<file path="config.mk">
export PLATFORM = sky130hd
export DESIGN_NAME = wave_index_gen_flat
export DESIGN_NICKNAME = d
export VERILOG_FILES = /design/src/rtl/wave_index_gen_if.sv /design/src/rtl/wave_index_gen.sv /design/src/flat_wrapper.sv
export SDC_FILE = /design/constraint.sdc
export NUM_CORES = 1
export LEC_CHECK = 0
export BUFFER_PORTS_ARGS = -buffer_cell sky130_fd_sc_hd__buf_2
export CAP_MARGIN = 20
export CORE_UTILIZATION = 60
export CTS_BUF_LIST = sky130_fd_sc_hd__clkbuf_2
export DETAILED_ROUTE_END_ITERATION = 6
export GPL_TIMING_DRIVEN = 0
export PLACE_DENSITY = 0.88
export SYNTH_ARGS = -nofsm -noshare
export SYNTH_HDL_FRONTEND = slang
export SYNTH_SLANG_ARGS = --single-unit
</file>
<file path="constraint.sdc">
create_clock -name clk -period 10.1 [get_ports clk]
set_input_delay 3.03 -clock clk [delete_from_list [all_inputs] [get_ports clk]]
set_output_delay 3.03 -clock clk [all_outputs]
set_load 0.01 [all_outputs]
</file>
<file path="src/rtl/wave_index_gen_if.sv">
// Pixel/frame timing inputs and ROM index outputs of wave_index_gen.
// The master drives the timing strobes and target frequency; the slave is the generator.
interface wave_index_gen_if;
    logic        frame_start;
    logic        line_start;
    logic        pixel_en;
    logic [10:0] target_freq;
    logic [10:0] index;
    logic        index_valid;
    logic [10:0] cur_freq;
    logic [9:0]  phase;

    modport master (
        output frame_start, line_start, pixel_en, target_freq,
        input  index, index_valid, cur_freq, phase
    );

    modport slave (
        input  frame_start, line_start, pixel_en, target_freq,
        output index, index_valid, cur_freq, phase
    );
endinterface

</file>
<file path="src/rtl/wave_index_gen.sv">
// Per-pixel phase index generator for the sine ROM: per-frame scroll and frequency glide,
// per-line fixed-point (10.8) phase accumulation.
module wave_index_gen #(
    parameter int unsigned SCROLL_STEP = 4,
    parameter int unsigned GLIDE_STEP  = 2
) (
    input logic             clk,
    input logic             rst_n,
    wave_index_gen_if.slave bus
);
    typedef enum logic {StIdle, StRun} state_e;

    localparam logic [9:0]  ScrollInc = 10'(SCROLL_STEP);
    localparam logic [10:0] GlideInc  = 11'(GLIDE_STEP);

    state_e      state_q, state_d;
    logic [9:0]  phase_q, phase_d;
    logic [10:0] cur_freq_q, cur_freq_d;
    logic [17:0] acc_q, acc_d;
    logic [10:0] index_q, index_d;
    logic        index_valid_q, index_valid_d;
    logic [17:0] base;
    logic [10:0] diff;
    logic        run;

    always_comb begin
        state_d       = state_q;
        phase_d       = phase_q;
        cur_freq_d    = cur_freq_q;
        acc_d         = acc_q;
        index_d       = index_q;
        index_valid_d = 1'b0;
        base          = acc_q;
        diff          = '0;
        run           = (state_q == StRun);

        if (bus.frame_start) begin
            state_d = StRun;
            phase_d = phase_q + ScrollInc;
            if (bus.target_freq != 11'd0) begin
                if (bus.target_freq >= cur_freq_q) begin
                    diff       = bus.target_freq - cur_freq_q;
                    cur_freq_d = (diff <= GlideInc) ? bus.target_freq : cur_freq_q + GlideInc;
                end else begin
                    diff       = cur_freq_q - bus.target_freq;
                    cur_freq_d = (diff <= GlideInc) ? bus.target_freq : cur_freq_q - GlideInc;
                end
            end
        end

        // phase_d/cur_freq_d already carry the frame update when it coincides
        if (run && bus.line_start) begin
            base  = {phase_d, 8'b0};
            acc_d = base;
        end

        if (run && bus.pixel_en) begin
            index_d       = {1'b0, base[17:8]};
            index_valid_d = 1'b1;
            acc_d         = base + {7'b0, cur_freq_d};
        end
    end

    always_ff @(posedge clk or negedge rst_n) begin
        if (!rst_n) begin
            state_q       <= StIdle;
            phase_q       <= '0;
            cur_freq_q    <= 11'd256;
            acc_q         <= '0;
            index_q       <= '0;
            index_valid_q <= 1'b0;
        end else begin
            state_q       <= state_d;
            phase_q       <= phase_d;
            cur_freq_q    <= cur_freq_d;
            acc_q         <= acc_d;
            index_q       <= index_d;
            index_valid_q <= index_valid_d;
        end
    end

    assign bus.index       = index_q;
    assign bus.index_valid = index_valid_q;
    assign bus.cur_freq    = cur_freq_q;
    assign bus.phase       = phase_q;
endmodule
</file>
<file path="src/flat_wrapper.sv">
// flat-port wrapper written by rule: the top's interface ports become plain ports
module wave_index_gen_flat 
#(
    parameter int unsigned SCROLL_STEP = 4,
    parameter int unsigned GLIDE_STEP  = 2
)
  (clk, rst_n, bus_frame_start, bus_line_start, bus_pixel_en, bus_target_freq, bus_index, bus_index_valid, bus_cur_freq, bus_phase);
  wave_index_gen_if bus_i ();
  input logic clk;
  input logic rst_n;
  input wire logic [$bits(bus_i.frame_start)-1:0] bus_frame_start;
  input wire logic [$bits(bus_i.line_start)-1:0] bus_line_start;
  input wire logic [$bits(bus_i.pixel_en)-1:0] bus_pixel_en;
  input wire logic [$bits(bus_i.target_freq)-1:0] bus_target_freq;
  output wire logic [$bits(bus_i.index)-1:0] bus_index;
  output wire logic [$bits(bus_i.index_valid)-1:0] bus_index_valid;
  output wire logic [$bits(bus_i.cur_freq)-1:0] bus_cur_freq;
  output wire logic [$bits(bus_i.phase)-1:0] bus_phase;
  assign bus_i.frame_start = bus_frame_start;
  assign bus_i.line_start = bus_line_start;
  assign bus_i.pixel_en = bus_pixel_en;
  assign bus_i.target_freq = bus_target_freq;
  assign bus_index = bus_i.index;
  assign bus_index_valid = bus_i.index_valid;
  assign bus_cur_freq = bus_i.cur_freq;
  assign bus_phase = bus_i.phase;
  wave_index_gen #(.SCROLL_STEP(SCROLL_STEP), .GLIDE_STEP(GLIDE_STEP)) u_core (.clk(clk), .rst_n(rst_n), .bus(bus_i));
endmodule
</file>
==> results of run 1 <==
==> critical path, stage by stage <==
cell and delay (ns):
buf_2 0.11, inv_1 0.08, ha_1 0.16, inv_1 0.05
fa_1 0.47, a222oi_1 0.35, o2111ai_1 0.18, a2111oi_2 0.35
nor4b_4 0.40, a21oi_1 0.27, o311ai_0 0.83, ha_1 0.37
a21o_1 0.15, a21oi_1 0.21, o21bai_1 0.12, a211oi_1 0.28
o311ai_0 0.28, a21o_1 0.25, a21o_1 0.21, nand3_1 0.12
xnor2_1 0.14
==> metrics by stage <==
step / hold WS (ns) / total power [µW] / instance area [µm²] / util / cells
3_5_place_dp: 0.479 / 1130 / 4450 / 0.686 / 594
5_1_grt: 0.528 / 1340 / 4530 / 0.697 / 604
4_1_cts: 0.518 / 1220 / 4500 / 0.694 / 602
2_1_floorplan: 0.460 / 917 / 4140 / - / 473
6_report: 0.518 / 1240 / 4530 / 0.697 / 604
3_3_place_gp: 0.470 / 1090 / 4450 / 0.686 / 594
==> synth_stat cells, drive strengths merged (5+ instances only) <==
| library cell | instances |
|---|---|
| o22ai | 6 |
| ha | 35 |
| dfrtp | 48 |
| mux2 | 16 |
| nand4 | 7 |
| buf | 14 |
| xnor2 | 26 |
| xor2 | 8 |
| a21o | 7 |
| mux2i | 10 |
| clkbuf | 7 |
| and2 | 12 |
| o21ai | 33 |
| nor4 | 5 |
| nand2 | 40 |
| nor2 | 26 |
| nand3 | 17 |
| nor3 | 6 |
| inv | 41 |
| a21oi | 33 |
==> state kept, by name (all words and copies together) (netlist names) <==
signal	flops
u_core.acc_q	18
u_core.bus.index_valid	1
u_core.run	1
u_core.bus.index	10
u_core.bus.phase	8
u_core.bus.cur_freq	11
==> cell families after synthesis <==
logic type / share of synthesized area
AND/OR/NAND/NOR: 0.165
buffers and inverters: 0.0688
flip-flops: 0.297
XOR/XNOR: 0.0721
adder cells (fa/ha/maj): 0.121
other: 0.000908
AO/OA/AOI/OAI: 0.208
multiplexers: 0.0679
==> where the power goes <==
group          internal (µW)  total (µW)  switching, µW  leakage, µW
registers                271         343           71.3     0.000610
clock network           18.4        84.7           66.3    0.0000296
logic                    331         808            476      0.00151
total                    621        1240            614      0.00214
==> layout by cell type (no fill, tap or decap), types with 8 or more instances in the layout <==
cell     instances
o21ai_0         30
nand3_1         16
mux2i_1         10
and2_1          12
nand2_1         40
ha_1            35
nor2_1          26
buf_2           49
a21oi_1         31
dfrtp_1         48
xnor2_1         26
mux2_2          16
xor2_1           8
inv_1           38
==> worst max-delay path by stage <==
stage,depth (start not counted),to,from
after floorplan,20,u_core.acc_q[17],bus_target_freq[0]
after global placement,21,u_core.acc_q[17],bus_target_freq[0]
after detailed placement,21,u_core.acc_q[13],bus_target_freq[0]
after CTS,21,u_core.acc_q[13],bus_target_freq[0]
after global routing,21,u_core.acc_q[13],bus_target_freq[0]
final,21,u_core.acc_q[13],bus_target_freq[0]
==> layout make-up <==
type / count / area (µm²)
repair buffers: 46 / 245
clock inverters: 3 / 25.0
inverters: 41 / 154
clock buffers: 5 / 25.0
fillers: 502 / 1970
well taps: 77 / 96.3
plain buffers: 21 / 130
multi-input cells: 362 / 2630
flip-flops and latches: 49 / 1230
==> layer usage <==
layer,global-route usage,up-vias,part of all wire
met3,0.0360,20,0.055
met1,0.400,1782,0.41
met4,0.0971,0,0.019
met2,0.551,156,0.52
met5,0,-,0
li1,-,1782,-
==> metrics.txt, run 1 <==
initial antenna violation count 0; Place WS 1.65 ns; share of cells above drive strength 1 0.192; first-pass GRT wire length 17900 µm; critical path launch point type primary input; post-synth top area share 0.291; Syn Inst Count 471; Hold EP u_core.bus.phase[9]; Setup crit end kind register; DRT iter0 DRCs 277; HP Start u_core.bus.phase[9]; area of the die 0.00722 mm²; largest net degree at the start of global routing 50; DRT antenna net count 0; ys async rst share 1.00; Synth Flop Type dfrtp_1; post-synth cell types 68; vias in the first global route 3773; Min Clock Period, post-route 8.03 ns; die width 85.0 µm; Slew HR 0.379; Fin. Hold Viols 0; WP data arrival 8.40 ns; Worst-Skew Late Latency 0.43 ns; Vias 3740; # resized after CTS 0; Post-CTS Setup Bufs 0; Core ar. 0.00649 mm²; critical path type in -> reg; top post-synthesis cells by area dfrtp_1 (29%), ha_1 (11%), xnor2_1 (5.5%); clock sink count 49; Initial Util 0.636; syn_area_per_cell 8.77 µm²; clock edge transition at the registers on the reported setup and hold paths 0.26 ns; worst setup slack after layout 2.07 ns; worst ir drop on vdd 0.168 mV; WL final 10600 µm; worst r2r src u_core.bus.cur_freq[4]; status complete, but fails checks; Root Driver clkbuf_2; fin nets 580; sequential-to-total area share from yosys stat 0.297; DRC errors left 2; Yosys reg bits 49; Worst R2R Path Depth 21; synthesis-to-finish area growth 9.66%; Worst Path Max Fanout 7; Hold Crit Class reg -> reg; RSZ-0062 raised after global routing false; Vias/cell 6.19; Max Cap Viol 0; IO Pins 49; hold path depth 1; CTS Buffer Depth 2; Setup TNS 0 ns; synthesis warning total 0; cell taking the most area after synthesis dfrtp_1; Max Slew Vio Count 0; P_leak 0.00214 µW; # H-tree levels 2; # diodes 0; fmax 0.125 GHz; worst reg2reg path endpoint u_core.acc_q[12]; Req. time, crit path 10.47 ns; failing checks design-rule violations; CTS tree yes; Worst-Margin Slew 0.919 ns; Post-synth EDFFs 0; Final Cycle Share 0.795; DRT Pass-1 Iters 7; TritonCTS Buffers 5; Setup Viol. Count Final 0; clk_skew 0.0260 ns; die height 85.0 µm; CTS Hold Bufs 0; # port buffers 44; P per Cell Area 273 mW/mm²; row count 29; Total GRT Usage 0.311; Netlist Area Pre-Place 0.00413 mm²; GR Overflow Total 0; GPL Wtd Cong 0.969; HPWL Detailed 8430 µm; Register-to-Register Setup Slack 4.04 ns; wire length per cell 17.5 µm
(Power assumes the default switching activity.)
==> run 2: changes to the inputs <==
--- a/config.mk
+++ b/config.mk
@@ -7,11 +7,11 @@
 export LEC_CHECK = 0
 export BUFFER_PORTS_ARGS = -buffer_cell sky130_fd_sc_hd__buf_2
 export CAP_MARGIN = 20
-export CORE_UTILIZATION = 60
+export CORE_UTILIZATION = 55
 export CTS_BUF_LIST = sky130_fd_sc_hd__clkbuf_2
 export DETAILED_ROUTE_END_ITERATION = 6
 export GPL_TIMING_DRIVEN = 0
-export PLACE_DENSITY = 0.88
+export PLACE_DENSITY = 0.85
 export SYNTH_ARGS = -nofsm -noshare
 export SYNTH_HDL_FRONTEND = slang
 export SYNTH_SLANG_ARGS = --single-unit
==> constraint.sdc (replaced) <==
create_clock -name clk -period 6.63 [get_ports clk]
set_input_delay 1.989 -clock clk [delete_from_list [all_inputs] [get_ports clk]]
set_output_delay 1.989 -clock clk [all_outputs]
set_load 0.01 [all_outputs]
==> run 2 against run 1 <==
Compared with the run above: the run now ends clean; sequential cell count did not move; core utilization shrank 6.2 points; sequential power up 50%; hold slack better by 0.019 ns.
==> metrics.txt, run 2 (same netlist as run 1, synthesis figures left out) <==
Worst Path Max Fanout 10 (+3); most common cell after layout, fill and taps aside buf_2; WP data arrival 6.88 ns (-1.52 ns); Final Cycle Share 0.981; GPL Wtd Cong 0.921 (-5.0%); die width 88.7 µm (+4.3%); Hold Crit Class reg -> reg; Core ar. 0.00725 mm² (+12%); Min Clock Period, post-route 6.51 ns; CTS tree yes; Non-Filler Instances 628 (+4.0%); Setup TNS 0 ns (unchanged); status completed; number of buffers and inverters on the critical path 6 (+3); Worst-Skew Late Latency 0.42 ns (about the same); Total GRT Usage 0.279 (-0.0320); share of cells above drive strength 1 0.210 (+0.0182); placed cell area 0.00448 mm² (+0.62%); HPWL Detailed 8250 µm (-2.1%); clock sink count 49 (unchanged); clock edge transition at the registers on the reported setup and hold paths 0.26 ns (about the same); Cells after DPL 616 (+3.7%); Critical Path Slowest Stage Cell fa_1; initial antenna violation count 0 (unchanged); Setup crit end kind register; Vias/cell 5.92 (-4.5%); commonest non-fill, non-tap cells in the layout buf_2 (49), dfrtp_1 (48), nand2_1 (40), inv_1 (38), ha_1 (35); fin nets 582 (+0.34%); first-pass GRT wire length 16800 µm (-5.8%); P_leak 0.00217 µW (+0.99%); # port buffers 44 (unchanged); grt met1 use 0.350 (-0.0496); most frequent CP cell a21oi_2; Max Cap Viol 0 (unchanged); top cell family by delay on the critical path compound AO/OA/AOI/OAI gates; Req. time, crit path 7.00 ns (-3.47 ns); Setup Viol. Count Final 0 (unchanged); DRT antenna net count 0 (unchanged); Biggest register u_core.acc_q; max reg flops 18 (unchanged); DRT Pass-1 Iters 4 (-3); WL final 10700 µm (+1.0%); Fin. Hold Viols 0 (unchanged); GR Overflow Total 0 (unchanged); die height 88.7 µm (+4.3%); # diodes 0 (unchanged); Fillers 620 (+24%); DRT iter0 DRCs 264 (-4.7%); Max Slew Vio Count 0 (unchanged); post-route cell area 0.00461 mm² (+1.7%); M2 GR Usage 0.499 (-0.0520); clk_skew 0.00973 ns (-0.0163 ns); gr busiest metal met2; Root Driver clkbuf_2; vias in the first global route 3583 (-5.0%); IO Pins 49 (unchanged); wire length per cell 17.0 µm (-2.9%); TritonCTS Buffers 5 (unchanged); CTS Buffer Depth 2 (unchanged); area of the die 0.00786 mm² (+8.9%); P per Cell Area 413 mW/mm² (+52%); row count 31 (+6.9%); critical path type in -> reg; Worst path max stage delay 0.46 ns (-0.37 ns); DRC errors left 0 (-2); critical path launch point type primary input; worst ir drop on vdd 0.246 mV (+47%); Initial Util 0.569 (-0.0665); met3 Use GR 0.0261 (-0.00987); largest net degree at the start of global routing 50 (unchanged); # H-tree levels 2 (unchanged); Vias 3715 (-0.67%); synthesis-to-finish area growth 11.5%; fmax 0.154 GHz
## run 2: layout make-up
type	instances	area, µm²	share of cell area
Tap cell	99	124	0.0269
Sequential cell	49	1230	0.267
Multi-Input combinational cell	362	2660	0.578
Timing Repair Buffer	48	260	0.0565
Clock buffer	5	25.0	0.00543
Clock inverter	3	21.3	0.00462
Inverter	41	154	0.0334
Buffer	21	130	0.0283
## run 2: metal layers
metal  up-vias  wire length [µm]
met4         0               235
met5         -                 0
met2       125              5460
li1       1780                 -
met1      1787              4580
met3        23               409
## run 2: timing repair
action | CTS | global route
setup endpoints to repair | 9 | 9
resized for setup | 2 | 8
hold buffers | 0 | 0
cloned | 0 | 0
buffers inserted | 1 | 1
pin swaps | 0 | 1
## run 2: metrics by stage
stage,util,power (µW),setup slack (ns),hold slack [ns]
finish,0.635,1900,0.123,0.537
global route,0.635,2050,-0.0376,0.556
CTS,0.626,1850,0.0140,0.538
detailed placement,0.618,1720,-0.889,0.477
global placement,0.618,1680,-0.683,0.471
floorplan,-,1400,0.0644,0.460
## run 2: path summary, 6_finish.rpt
path                                         from  slack, ns  depth (start not counted)                     end
setup reg to reg           u_core.bus.cur_freq[4]       1.07                         23        u_core.acc_q[12]
hold reg to reg               u_core.bus.index[3]       0.54                          1     u_core.bus.index[3]
setup / recovery               bus_target_freq[0]       0.12                         25        u_core.acc_q[12]
max in group asynchronous                   rst_n       4.65                          2  u_core.bus.cur_freq[8]
hold / removal                u_core.bus.index[3]       0.54                          1     u_core.bus.index[3]
min in group asynchronous                   rst_n       1.42                          1     u_core.bus.index[8]
## run 2: power breakdown
| group | internal, µW | leakage [µW] | switching [µW] |
|---|---|---|---|
| registers | 413 | 0.000610 | 103 |
| clock network | 26.8 | 0.0000294 | 100 |
| logic | 517 | 0.00153 | 744 |
| total | 957 | 0.00217 | 947 |
